## config.mk

```make
export PLATFORM = sky130hd
export DESIGN_NAME = if_pad_ring
export DESIGN_NICKNAME = d
export VERILOG_FILES = /design/src/rtl/if_pad_ring.sv
export SDC_FILE = /design/constraint.sdc
export NUM_CORES = 1
export LEC_CHECK = 0
export BUFFER_PORTS_ARGS = -buffer_cell sky130_fd_sc_hd__buf_4
export CAP_MARGIN = 0
export CORE_AREA = 4 4 143 145
export DETAILED_ROUTE_END_ITERATION = 16
export DIE_AREA = 0 0 147 149
export PLACE_DENSITY = 0.84
export SLEW_MARGIN = 30
export SYNTH_ARGS = -nofsm -noshare
export SYNTH_HDL_FRONTEND = slang
export SYNTH_SLANG_ARGS = --single-unit
export TNS_END_PERCENT = 20
```

## constraint.sdc

```tcl
create_clock -name i_clk -period 11.1 [get_ports i_clk]
set_input_delay 0.555 -clock i_clk [delete_from_list [all_inputs] [get_ports i_clk]]
set_output_delay 0.555 -clock i_clk [all_outputs]
set_load 0.01 [all_outputs]
```

## src/rtl/if_pad_ring.sv

```systemverilog
// if_pad_ring: circular pixel ring that replays overlapping windows (len pixels, advancing by stride).
// Latency: a pixel written at edge E can be presented on o_opix_* after edge E+1 (registered output).
// Backpressure: o_ipix_ready drops when the ring is full; i_opix_ready=0 or i_stall holds the output register.
// Ports:
//   i_clk, i_rstn            clock, async active-low reset
//   i_start, i_flush         begin a row (IDLE only) / synchronous abort to IDLE
//   i_stall                  freeze the read side (held pixel may still be consumed)
//   i_cfg_len/stride/nwin    window length, window advance, windows per row (latched at i_start)
//   i_ipix_* / o_ipix_ready  write handshake
//   o_opix_* / i_opix_ready  read handshake
//   o_cnt, o_busy, o_done    occupancy, not-IDLE, end-of-row pulse
module if_pad_ring #(
  parameter int DWd   = 16,
  parameter int Depth = 12,
  parameter int CfgWd = 4,
  parameter int WinWd = 8
) (
  input  logic                       i_clk,
  input  logic                       i_rstn,
  input  logic                       i_start,
  input  logic                       i_flush,
  input  logic                       i_stall,
  input  logic [CfgWd-1:0]           i_cfg_len,
  input  logic [CfgWd-1:0]           i_cfg_stride,
  input  logic [WinWd-1:0]           i_cfg_nwin,
  input  logic [DWd-1:0]             i_ipix_data,
  input  logic                       i_ipix_valid,
  output logic                       o_ipix_ready,
  output logic [DWd-1:0]             o_opix_data,
  output logic                       o_opix_valid,
  input  logic                       i_opix_ready,
  output logic [$clog2(Depth+1)-1:0] o_cnt,
  output logic                       o_busy,
  output logic                       o_done
);

  localparam int PW = $clog2(Depth);
  localparam int CW = $clog2(Depth + 1);

  typedef enum logic [1:0] {S_IDLE, S_RUN, S_DONE} state_t;

  state_t state_q, state_d;

  logic [DWd-1:0]   mem_q [Depth];
  logic [PW-1:0]    wptr_q, wptr_d, base_q, base_d, roff_q, roff_d;
  logic [CW-1:0]    cnt_q, cnt_d, len_q, len_d, stride_q, stride_d;
  logic [WinWd-1:0] win_q, win_d, nwin_q, nwin_d;
  logic [DWd-1:0]   opix_data_q, opix_data_d;
  logic             opix_valid_q, opix_valid_d;
  // Marks that the held output pixel is the last of its window.
  logic             last_q, last_d;

  // Config clamping, done in 32-bit so any CfgWd compares cleanly against Depth.
  logic [31:0]      len_raw, str_raw, len_c, str_c;
  logic [WinWd-1:0] nwin_c;

  always_comb begin
    len_raw = 32'(i_cfg_len);
    str_raw = 32'(i_cfg_stride);
    if (len_raw == 32'd0)             len_c = 32'd1;
    else if (len_raw > 32'(Depth))    len_c = 32'(Depth);
    else                              len_c = len_raw;
    if (str_raw == 32'd0)             str_c = 32'd1;
    else if (str_raw > len_c)         str_c = len_c;
    else                              str_c = str_raw;
    nwin_c = (i_cfg_nwin == '0) ? WinWd'(1) : i_cfg_nwin;
  end

  logic          fire_w, fire_r, win_end, last_win, avail, load, at_last;
  logic [PW:0]   base_sum, rd_sum;
  logic [PW-1:0] base_nxt, eff_base, rd_addr, wptr_nxt, roff_nxt;
  logic [CW-1:0] eff_cnt;

  // When the last pixel of a window is consumed in the same cycle that the
  // next pixel loads, the load must already see the advanced base and the
  // reduced count, otherwise a full bubble is needed between windows.
  always_comb begin
    fire_w   = i_ipix_valid & o_ipix_ready;
    fire_r   = opix_valid_q & i_opix_ready;
    win_end  = fire_r & last_q;
    last_win = win_end & ((win_q + WinWd'(1)) == nwin_q);

    base_sum = {1'b0, base_q} + (PW+1)'(stride_q);
    base_nxt = (base_sum >= (PW+1)'(Depth)) ? PW'(base_sum - (PW+1)'(Depth)) : PW'(base_sum);
    eff_base = win_end ? base_nxt : base_q;
    eff_cnt  = win_end ? (cnt_q - stride_q) : cnt_q;

    rd_sum   = {1'b0, eff_base} + {1'b0, roff_q};
    rd_addr  = (rd_sum >= (PW+1)'(Depth)) ? PW'(rd_sum - (PW+1)'(Depth)) : PW'(rd_sum);

    avail    = eff_cnt > CW'(roff_q);
    at_last  = CW'(roff_q) == (len_q - CW'(1));
    roff_nxt = at_last ? '0 : (roff_q + PW'(1));
    wptr_nxt = (wptr_q == PW'(Depth - 1)) ? '0 : (wptr_q + PW'(1));

    load = (state_q == S_RUN) & ~i_stall & ~i_flush & avail &
           (~opix_valid_q | i_opix_ready) & ~last_win;
  end

  // FSM: state register
  always_ff @(posedge i_clk or negedge i_rstn) begin
    if (!i_rstn) state_q <= S_IDLE;
    else         state_q <= state_d;
  end

  // FSM: next state
  always_comb begin
    state_d = state_q;
    case (state_q)
      S_IDLE:  if (i_start)  state_d = S_RUN;
      S_RUN:   if (last_win) state_d = S_DONE;
      S_DONE:  state_d = S_IDLE;
      default: state_d = S_IDLE;
    endcase
    if (i_flush) state_d = S_IDLE;
  end

  // FSM: outputs
  always_comb begin
    o_busy       = (state_q != S_IDLE);
    o_done       = (state_q == S_DONE);
    o_ipix_ready = (state_q == S_RUN) && (cnt_q < CW'(Depth));
  end

  // Datapath next state
  always_comb begin
    wptr_d       = wptr_q;
    base_d       = base_q;
    roff_d       = roff_q;
    cnt_d        = cnt_q;
    win_d        = win_q;
    len_d        = len_q;
    stride_d     = stride_q;
    nwin_d       = nwin_q;
    opix_data_d  = opix_data_q;
    opix_valid_d = opix_valid_q;
    last_d       = last_q;

    if (i_flush || state_q == S_DONE) begin
      wptr_d       = '0;
      base_d       = '0;
      roff_d       = '0;
      cnt_d        = '0;
      win_d        = '0;
      opix_valid_d = 1'b0;
      last_d       = 1'b0;
    end else if (state_q == S_IDLE) begin
      if (i_start) begin
        len_d    = CW'(len_c);
        stride_d = CW'(str_c);
        nwin_d   = nwin_c;
        wptr_d   = '0;
        base_d   = '0;
        roff_d   = '0;
        cnt_d    = '0;
        win_d    = '0;
      end
    end else begin
      if (fire_w) wptr_d = wptr_nxt;
      if (fire_w)  cnt_d = cnt_d + CW'(1);
      if (win_end) begin
        cnt_d  = cnt_d - stride_q;
        base_d = base_nxt;
        win_d  = win_q + WinWd'(1);
      end
      if (load) begin
        opix_data_d  = mem_q[rd_addr];
        opix_valid_d = 1'b1;
        last_d       = at_last;
        roff_d       = roff_nxt;
      end else if (fire_r) begin
        opix_valid_d = 1'b0;
        last_d       = 1'b0;
      end
      // Row complete: leave DONE with an empty ring.
      if (last_win) begin
        wptr_d = '0;
        base_d = '0;
        roff_d = '0;
        cnt_d  = '0;
        win_d  = '0;
      end
    end
  end

  always_ff @(posedge i_clk or negedge i_rstn) begin
    if (!i_rstn) begin
      wptr_q       <= '0;
      base_q       <= '0;
      roff_q       <= '0;
      cnt_q        <= '0;
      win_q        <= '0;
      len_q        <= CW'(1);
      stride_q     <= CW'(1);
      nwin_q       <= WinWd'(1);
      opix_data_q  <= '0;
      opix_valid_q <= 1'b0;
      last_q       <= 1'b0;
    end else begin
      wptr_q       <= wptr_d;
      base_q       <= base_d;
      roff_q       <= roff_d;
      cnt_q        <= cnt_d;
      win_q        <= win_d;
      len_q        <= len_d;
      stride_q     <= stride_d;
      nwin_q       <= nwin_d;
      opix_data_q  <= opix_data_d;
      opix_valid_q <= opix_valid_d;
      last_q       <= last_d;
    end
  end

  // Ring storage needs no reset: occupancy alone decides what is valid.
  always_ff @(posedge i_clk) begin
    if (fire_w) mem_q[wptr_q] <= i_ipix_data;
  end

  assign o_opix_data  = opix_data_q;
  assign o_opix_valid = opix_valid_q;
  assign o_cnt        = cnt_q;

endmodule

```

==> results_dict.tcl, run 1 <==
set metrics [dict create \
    cts_tree "yes" \
    synth_seq_area_share_pct 63.7 \
    power_density_mw_per_mm2 157 \
    run_status "completed" \
    coreArea_mm2 0.0192 \
    dp_hpwl_um 15200 \
    cp_max_fo 14 \
    gp_congestion 0.827 \
    start_kind "flip-flop" \
    yosysTopAreaCellShare_pct 50.5 \
    syn_area_per_cell_um2 14.8 \
    synthTopCellsByArea "edfxtp_1 (50%), dfrtp_1 (12%), mux4_2 (9.5%)" \
    max-slew-margin-rel_pct 35.3 \
    dieArea_mm2 0.0219 \
    htree_levels 1 \
    ant_nets 0 \
    power_leakage_nw 4.81 \
    cts_resized 0 \
    via_per_inst 6.21 \
    diodes 0 \
    cts.sinks 252 \
    nFillCells 1286 \
    grt_pass1_vias 7186 \
    wirelength_um 25800 \
    synth-edff-count 192 \
    crit_path_end_kind "flip-flop" \
    layout_commonest_cell "edfxtp_1" \
    final.setup.tns_ps 0 \
    finalMaxSlewViolations 0 \
    placementRows 51 \
    yosys.area.top_type "edfxtp_1" \
    syn_nets 846 \
    clockBufferDepth 3 \
    final-hold-violation-count 0 \
    path_class "reg2reg" \
    numCtsBuffers 25 \
    die_h_um 149 \
    post_synth_inst_count 771 \
    dieWidth_um 147 \
    critPathArrivalTime_ps 5500 \
    vias 6927 \
    p_total_mw 2.04 \
    drc 0 \
    min_path_type "in2async" \
    gr-usage-all-layers_pct 24.1 \
    maxCapViolCount 0 \
    fin_skew_ps 17.9 \
    period_share_pct 45.6 \
    vdd_drop_max_uv 214 \
    layout_min_cycle_time_ps 5060 \
    setup_viol 0 \
    ys_warn_count 0 \
    clk_pin_slew_worst_paths_ps 60 \
    wl_per_cell_um 23.1 \
    clk_latency_ps 520 \
    async_flop_share_pct 23.8 \
    ys.flop_type "edfxtp_1" \
    grt_pass1_wl_um 40600 \
    antenna_found_initial 0 \
    worst_slew_pin_slew_ps 971 \
    fin_nets 908 \
    postCtsSetupBuffers 0 \
    initial_utilization_pct 59.5 \
    required_ps 11540 \
    ctsHoldBuffers 0 \
    ys_ff_latch 252 \
    fmax_ghz 0.198 \
    final_cell_mix "edfxtp_1 (192), buf_4 (66), dfrtp_1 (57)" \
    grt_overflow 0 \
    io_buffers 62 \
    synth_area_mm2 0.0114 \
    pin_count 63 \
    drt_iter0_drc 709 \
    syn2layout_area_growth_pct 13.5 \
    grt_setup_unrepaired "false" \
    final_layout_size_suffix_gt1_share_pct 22.8 \
    cts-root-buf "clkbuf_16" \
    ys_types 58 \
    drt_first_pass_iters 5 \
    grt_max_degree 61 \
]
## Yosys cell counts (all sizes together), types with 2 or more instances
master and n:
inv 30, o21a 4, dfstp 3, nor3 16, a31oi 24, o21ai 46
xor2 7, a22oi 2, o211ai 2, mux2i 3, and2 10, nand2 53
mux4 48, buf 17, a21oi 13, xnor2 17, nand2b 4, a22o 9
nand4 4, ha 32, or2 2, nor2 30, nor2b 10, o22ai 3
nor4 5, fa 4, a221o 3, nor3b 2, a21o 10, o41ai 2
and3 32, edfxtp 192, a21boi 17, a31o 2, clkbuf 19, nand3 12
o31ai 3, dfrtp 57, mux2 11
## power by group
group	internal [mW]	switching, mW
Clock	0.443	0.348
Sequential	1.05	0.0250
Combinational	0.0827	0.0950
## critical path, cell delays in order (launching register included)
cell      delay (ps)
dfstp_2          560
ha_1             180
inv_1             60
fa_1             390
xnor2_1          200
ha_1             220
a31oi_1          160
nand2_1          100
a22o_1           190
a31o_2           220
ha_1             370
a21oi_1          200
and3_1           210
nor2_1            50
ha_1             170
and3b_1          180
nor3_1           300
o31ai_4          210
buf_6            200
buf_6            150
a21boi_0         260
o21ai_0          180
a31oi_1          230
## cell type report
cell class | count | area, µm² | area share [%]
tap | 265 | 332 | 2.56
clock buffer | 29 | 651 | 5.02
multi-input combinational | 453 | 3920 | 30.2
timing repair buffer | 71 | 572 | 4.41
inverter | 30 | 113 | 0.869
clock inverter | 16 | 106 | 0.821
sequential | 252 | 7270 | 56.1
## sequential cells by signal, indices dropped and copies added, names as in the netlist, 2 cells and up
register     flops
state_q          2
len_q            4
o_opix_data     16
mem_q          192
win_q            8
stride_q         4
base_q           4
wptr_q           4
nwin_q           8
o_cnt            4
roff_q           4
## metrics by stage
step                      hold slack [ps]  instance area, µm²  instances  util (%)  setup slack, ps
final                                 143               13000       1116      67.5             6040
after detailed placement              491               12200       1070      63.4             5960
after global routing                  198               13000       1116      67.5             5760
after CTS                             169               12900       1115      67.4             5770
after floorplan                       259               11400        771         -             6730
after global placement                475               12100       1066      63.0             6250
## metal layers
layer,up-vias,GRT usage [%],wire length [µm]
met5,-,0,0
met4,0,8.95,959
met3,75,3.86,1960
met2,309,41.7,13100
met1,3453,31.3,9800
li1,3090,-,-
## cell families (layout without fill, tap and decap cells)
kind of cell | after synthesis | in the layout | synth area share (%)
compound gates | 148 | 148 | 8.80
xor+xnor | 24 | 24 | 1.84
fa+ha+maj | 36 | 36 | 4.21
buf+inv | 66 | 146 | 2.53
flops | 252 | 252 | 63.7
mux | 62 | 62 | 10.8
simple gates | 183 | 183 | 8.14
## worst paths after layout
check,startpoint,end,slack (ps),cells past startpoint
setup / recovery,stride_q[0],o_opix_data[0],6040,22
hold / removal,i_rstn,o_cnt[1],140,1
setup reg to reg,stride_q[0],o_opix_data[0],6040,22
hold reg to reg,nwin_q[0],nwin_q[0],500,2
max in group asynchronous,i_rstn,win_q[6],10390,1
min in group i_clk,i_cfg_nwin[4],nwin_q[4],290,2
No activity file was read; power rests on OpenSTA's default activity.
==> run 2, diff against run 1 <==
Settings changed: CORE_AREA 4 4 143 145 to 4 4 150 152, DIE_AREA 0 0 147 149 to 0 0 154 156, PLACE_DENSITY 0.84 to 0.81.
Clock period 11.1 ns to 4.6 ns, I/O delays scaled along.
==> run 2 against run 1 <==
Final cell count is 4.3% higher. First-iteration DRC count is 39% lower. Sequential share of layout area is 2.1 points lower. Cell area is 3.9% higher. Register-to-register slack worse by 5800 ps. Power grew to 2.5 times the previous value.
==> results_dict.tcl, run 2 (synthesized netlist as in run 1, its figures left out) <==
set metrics [dict create \
    largest_reg_flops 192 \
    initial_utilization_pct 54.3 \
    clockBufferDepth 3 \
    run_status "completed" \
    grt_pass1_vias 6983 \
    worst_slew_pin_slew_ps 975 \
    p_total_mw 5.20 \
    vdd_drop_max_uv 359 \
    fin_nets 943 \
    clk_pin_slew_worst_paths_ps 60 \
    syn2layout_area_growth_pct 17.9 \
    clk_latency_ps 540 \
    vias 6901 \
    utilization_pct 64.1 \
    cp_max_fo 20 \
    setup_viol 0 \
    gr-usage-all-layers_pct 20.5 \
    final_cell_mix "edfxtp_1 (192), buf_4 (72), dfrtp_1 (57)" \
    layout_min_cycle_time_ps 4340 \
    die_h_um 156 \
    start_kind "flip-flop" \
    min_path_type "in2reg" \
    dieWidth_um 154 \
    period_share_pct 94.3 \
    layout_commonest_cell "edfxtp_1" \
    internal-power_mw 4.01 \
    required_ps 5050 \
    final.setup.tns_ps 0 \
    diodes 0 \
    dp_hpwl_um 14700 \
    crit_path_end_kind "flip-flop" \
    maxCapViolCount 0 \
    cts-root-buf "clkbuf_16" \
    final-hold-violation-count 0 \
    antenna_found_initial 0 \
    grt_overflow 0 \
    grt_max_degree 61 \
    path_class "reg2reg" \
    power_density_mw_per_mm2 386 \
    coreArea_mm2 0.0210 \
    cts_tree "yes" \
    swShare_pct 22.9 \
    final_layout_size_suffix_gt1_share_pct 24.1 \
    max-slew-margin-rel_pct 35.0 \
    p_clk_share_pct 41.5 \
    regMostFlops "mem_q" \
    drt_first_pass_iters 6 \
    cts.sinks 252 \
    fmax_ghz 0.230 \
    pin_count 63 \
    power_leakage_nw 5.03 \
    numCtsBuffers 27 \
    io_buffers 62 \
    critPathArrivalTime_ps 4790 \
    drt_iter0_drc 433 \
    dieArea_mm2 0.0240 \
    power.switching_mw 1.19 \
    finalMaxSlewViolations 0 \
    drc 0 \
    wl_per_cell_um 21.1 \
    grt_pass1_wl_um 38900 \
    gp_congestion 0.843 \
    seq_power_share_pct 49.6 \
    p_comb_share_pct 8.9 \
    ant_nets 0 \
    placed_cell_area_mm2 0.0123 \
    instances_no_fill 1164 \
    fin_skew_ps 12.4 \
    wirelength_um 24600 \
    placementRows 53 \
    dp_cells 1088 \
    via_per_inst 5.93 \
    htree_levels 1 \
    final_area_mm2 0.0135 \
    grt_setup_unrepaired "false" \
]
run 2: layout make-up:
cell class | count | area [µm²]
Tap cell | 275 | 344
Inverter | 30 | 113
Sequential cell | 252 | 7270
Clock inverter | 19 | 198
Timing Repair Buffer | 104 | 908
Fill cell | 1459 | 7550
Multi-Input combinational cell | 453 | 3950
Clock buffer | 31 | 691
run 2: final timing paths:
check                        startpoint             end  slack (ps)  cells past startpoint
hold reg to reg               nwin_q[0]       nwin_q[0]         490                      2
setup reg to reg            stride_q[0]  o_opix_data[4]         260                     21
hold / removal             i_cfg_len[2]     stride_q[2]          20                      3
min in group asynchronous        i_rstn        o_cnt[2]         340                      2
setup / recovery            stride_q[0]  o_opix_data[4]         260                     21
max in group asynchronous        i_rstn  o_opix_data[5]        3690                      2
run 2: power groups by stage:
stage                     clock (mW)  sequential (mW)  combinational [mW]
after CTS                       2.19             2.58               0.460
after detailed placement           0             2.63               0.440
after floorplan                    0             2.62               0.251
final                           2.15             2.58               0.463
after global routing            2.29             2.59               0.513
after global placement             0             2.62               0.428
run 2: critical path: stages, from the launching register on:
cell,delay [ps]
dfstp_2,530
ha_1,150
inv_1,50
fa_1,390
xnor2_1,170
ha_1,200
a31oi_1,160
nand2_1,110
a22o_1,190
a31o_2,240
ha_4,310
nand3_1,100
and3_1,190
nor2_1,90
ha_1,160
and3b_1,220
nor2_2,60
a21o_1,220
buf_12,180
a21boi_0,220
o21ai_0,110
a31oi_1,200
run 2: per-layer routing:
layer	routed length [µm]	vias up	track usage, %
met5	0	-	0
met4	606	0	5.97
met3	1500	48	3.30
met2	12300	222	34.4
met1	10200	3459	28.2
li1	-	3172	-
run 2: per-stage QoR:
| step | hold slack (ps) | setup WS [ps] |
|---|---|---|
| 2_1_floorplan | -65.6 | 228 |
| 3_3_place_gp | 387 | 140 |
| 3_5_place_dp | 384 | -77.9 |
| 4_1_cts | 6.67 | 77.7 |
| 5_1_grt | 39.8 | 18.0 |
| 6_report | 15.9 | 260 |
run 2: what timing repair did:
action / CTS / global route
pin swaps: 0 / 0
endpoints found under the setup margin: 6 / 16
buffers inserted: 1 / 0
hold buffers: 25 / 0
gates resized for setup: 0 / 10
endpoints found under the hold margin: 257 / 0
==> run 3, diff against run 2 <==
Settings changed: CORE_AREA 4 4 150 152 to 2 2 148 150, DIE_AREA 0 0 154 156 to 0 0 150 152.
==> run 3 against run 2 <==
Global-route usage up 1.5 points. Clock power about the same. Register-to-register slack worse by 110 ps. Die area down 5.1%. Sequential cell count unchanged.
==> results_dict.tcl, run 3 (synthesized netlist as in run 1, its figures left out) <==
set metrics [dict create \
    run_status "completed" \
    setup_viol 0 \
    drc 0 \
    crit_path_top_delay_cell "dfstp_2" \
    antenna_found_initial 0 \
    fin_skew_ps 17.0 \
    dieArea_mm2 0.0228 \
    instances_no_fill 1173 \
    cts_tree "yes" \
    period_share_pct 96.7 \
    drt_iter0_drc 550 \
    grt_pass1_vias 7062 \
    critPathArrivalTime_ps 4840 \
    cts-root-buf "clkbuf_16" \
    syn2layout_area_growth_pct 17.8 \
    path_class "reg2reg" \
    gp_congestion 0.794 \
    maxCapViolCount 0 \
    via_per_inst 5.94 \
    layout_commonest_cell "edfxtp_1" \
    coreArea_mm2 0.0214 \
    die_h_um 152 \
    vdd_drop_max_uv 342 \
    worstPathCellList "ha_1, inv_1, fa_1, xnor2_1, ha_1, a31oi_1, nand2_1, o21ba_2, o31ai_4, ha_1, inv_1, and3_1, nor2_1, ha_1, and3b_1, nor3_2, o31ai_4, buf_4, and3_1, o21ai_1, a31oi_1" \
    required_ps 4990 \
    power_density_mw_per_mm2 384 \
    grt_max_degree 61 \
    grt_setup_unrepaired "true" \
    cp_max_fo 11 \
    clockBufferDepth 3 \
    postCtsSetupBuffers 0 \
    gr-usage-all-layers_pct 22.0 \
    placementRows 54 \
    crit_buf_inv 3 \
    worst_slew_pin_slew_ps 939 \
    max-slew-margin-rel_pct 37.4 \
    min_path_type "in2reg" \
    diodes 0 \
    final_layout_size_suffix_gt1_share_pct 24.6 \
    grt_pass1_wl_um 38900 \
    cts.sinks 252 \
    nFillCells 1533 \
    fmax_ghz 0.225 \
    path_delay_family "adder cells" \
    grt_overflow 0 \
    numCtsBuffers 27 \
    whs_ps 25.4 \
    slowest_delay_ps 530 \
    dp_hpwl_um 14900 \
    crit_path_end_kind "flip-flop" \
    crit_top_cell "ha_1" \
    largest_reg_flops 192 \
    clk_latency_ps 550 \
    final_cell_mix "edfxtp_1 (192), buf_4 (82), dfrtp_1 (57)" \
    fin_nets 947 \
    vias 6969 \
    clk_pin_slew_worst_paths_ps 60 \
    finalMaxSlewViolations 0 \
    layout_min_cycle_time_ps 4450 \
    drt_first_pass_iters 4 \
    power_leakage_nw 5.03 \
    r2r_slack_ps 150 \
    pin_count 63 \
    wirelength_um 24800 \
    io_buffers 62 \
    p_total_mw 5.17 \
    dieWidth_um 150 \
    wl_per_cell_um 21.1 \
    dp_cells 1098 \
    initial_utilization_pct 53.5 \
    regMostFlops "mem_q" \
    ant_nets 0 \
    start_kind "flip-flop" \
    htree_levels 1 \
    final-hold-violation-count 0 \
]
## run 3: changes by cell type in the layout (fill, tap and decap cells not counted), moves of 3 or more
cell	previous run	this run
buf_4	72	82
o21ai_0	43	39
o21ai_1	3	7
buf_12	4	1
## run 3: worst reg2reg max path, cell delays in order (launching register included)
cell and delay (ps):
dfstp_2 530, ha_1 160, inv_1 50, fa_1 390
xnor2_1 170, ha_1 210, a31oi_1 150, nand2_1 110
o21ba_2 250, o31ai_4 190, ha_1 320, inv_1 120
and3_1 180, nor2_1 50, ha_1 160, and3b_1 210
nor3_2 260, o31ai_4 140, buf_4 200, and3_1 160
o21ai_1 160, a31oi_1 130
## run 3: power breakdown
part	total [mW]	internal [mW]	switching, mW	leakage (nW)
Combinational	0.464	0.224	0.240	2.07
Clock	2.12	1.23	0.893	0.433
Sequential	2.58	2.52	0.0557	2.52
## run 3: area by class of cell
type | count | area, µm² | share of cell area, %
Inverter | 30 | 113 | 0.837
Timing Repair Buffer | 108 | 886 | 6.58
Tap cell | 280 | 350 | 2.60
Sequential cell | 252 | 7270 | 54.0
Clock buffer | 32 | 714 | 5.31
Clock inverter | 18 | 160 | 1.19
Multi-Input combinational cell | 453 | 3960 | 29.4
## run 3: what timing repair did
action	CTS	global route
endpoints found under the setup margin	1	16
pin swaps	0	2
hold endpoints to repair	257	0
resized for setup	1	17
hold buffers	25	0
## run 3: through the flow
stage                     setup TNS [ps]  utilization, %  cell area (µm²)  worst slack [ps]
after global routing                -517            63.0            13500             -60.3
final                                  0            63.0            13500               151
after global placement                 0            57.5            12300               228
after detailed placement               0            57.5            12300              22.3
after CTS                              0            62.8            13400              93.5
after floorplan                        0               -            11400               228
## run 3: metal layers
metal	vias up	global-route usage [%]	share of wire [%]
li1	3177	-	-
met5	-	0	0
met4	0	6.60	2.5
met1	3530	30.7	42
met3	43	3.06	5.7
met2	219	36.5	50
## run 3: worst paths after layout
| check | from | end | depth (start not counted) |
|---|---|---|---|
| worst max-delay path | stride_q[0] | o_opix_data[15] | 21 |
| worst min-delay path | i_cfg_len[3] | stride_q[3] | 3 |
| worst max register to register | stride_q[0] | o_opix_data[15] | 21 |
| worst min register to register | nwin_q[0] | nwin_q[0] | 2 |
| max in group asynchronous | i_rstn | nwin_q[7] | 2 |
| min in group asynchronous | i_rstn | o_opix_data[15] | 2 |
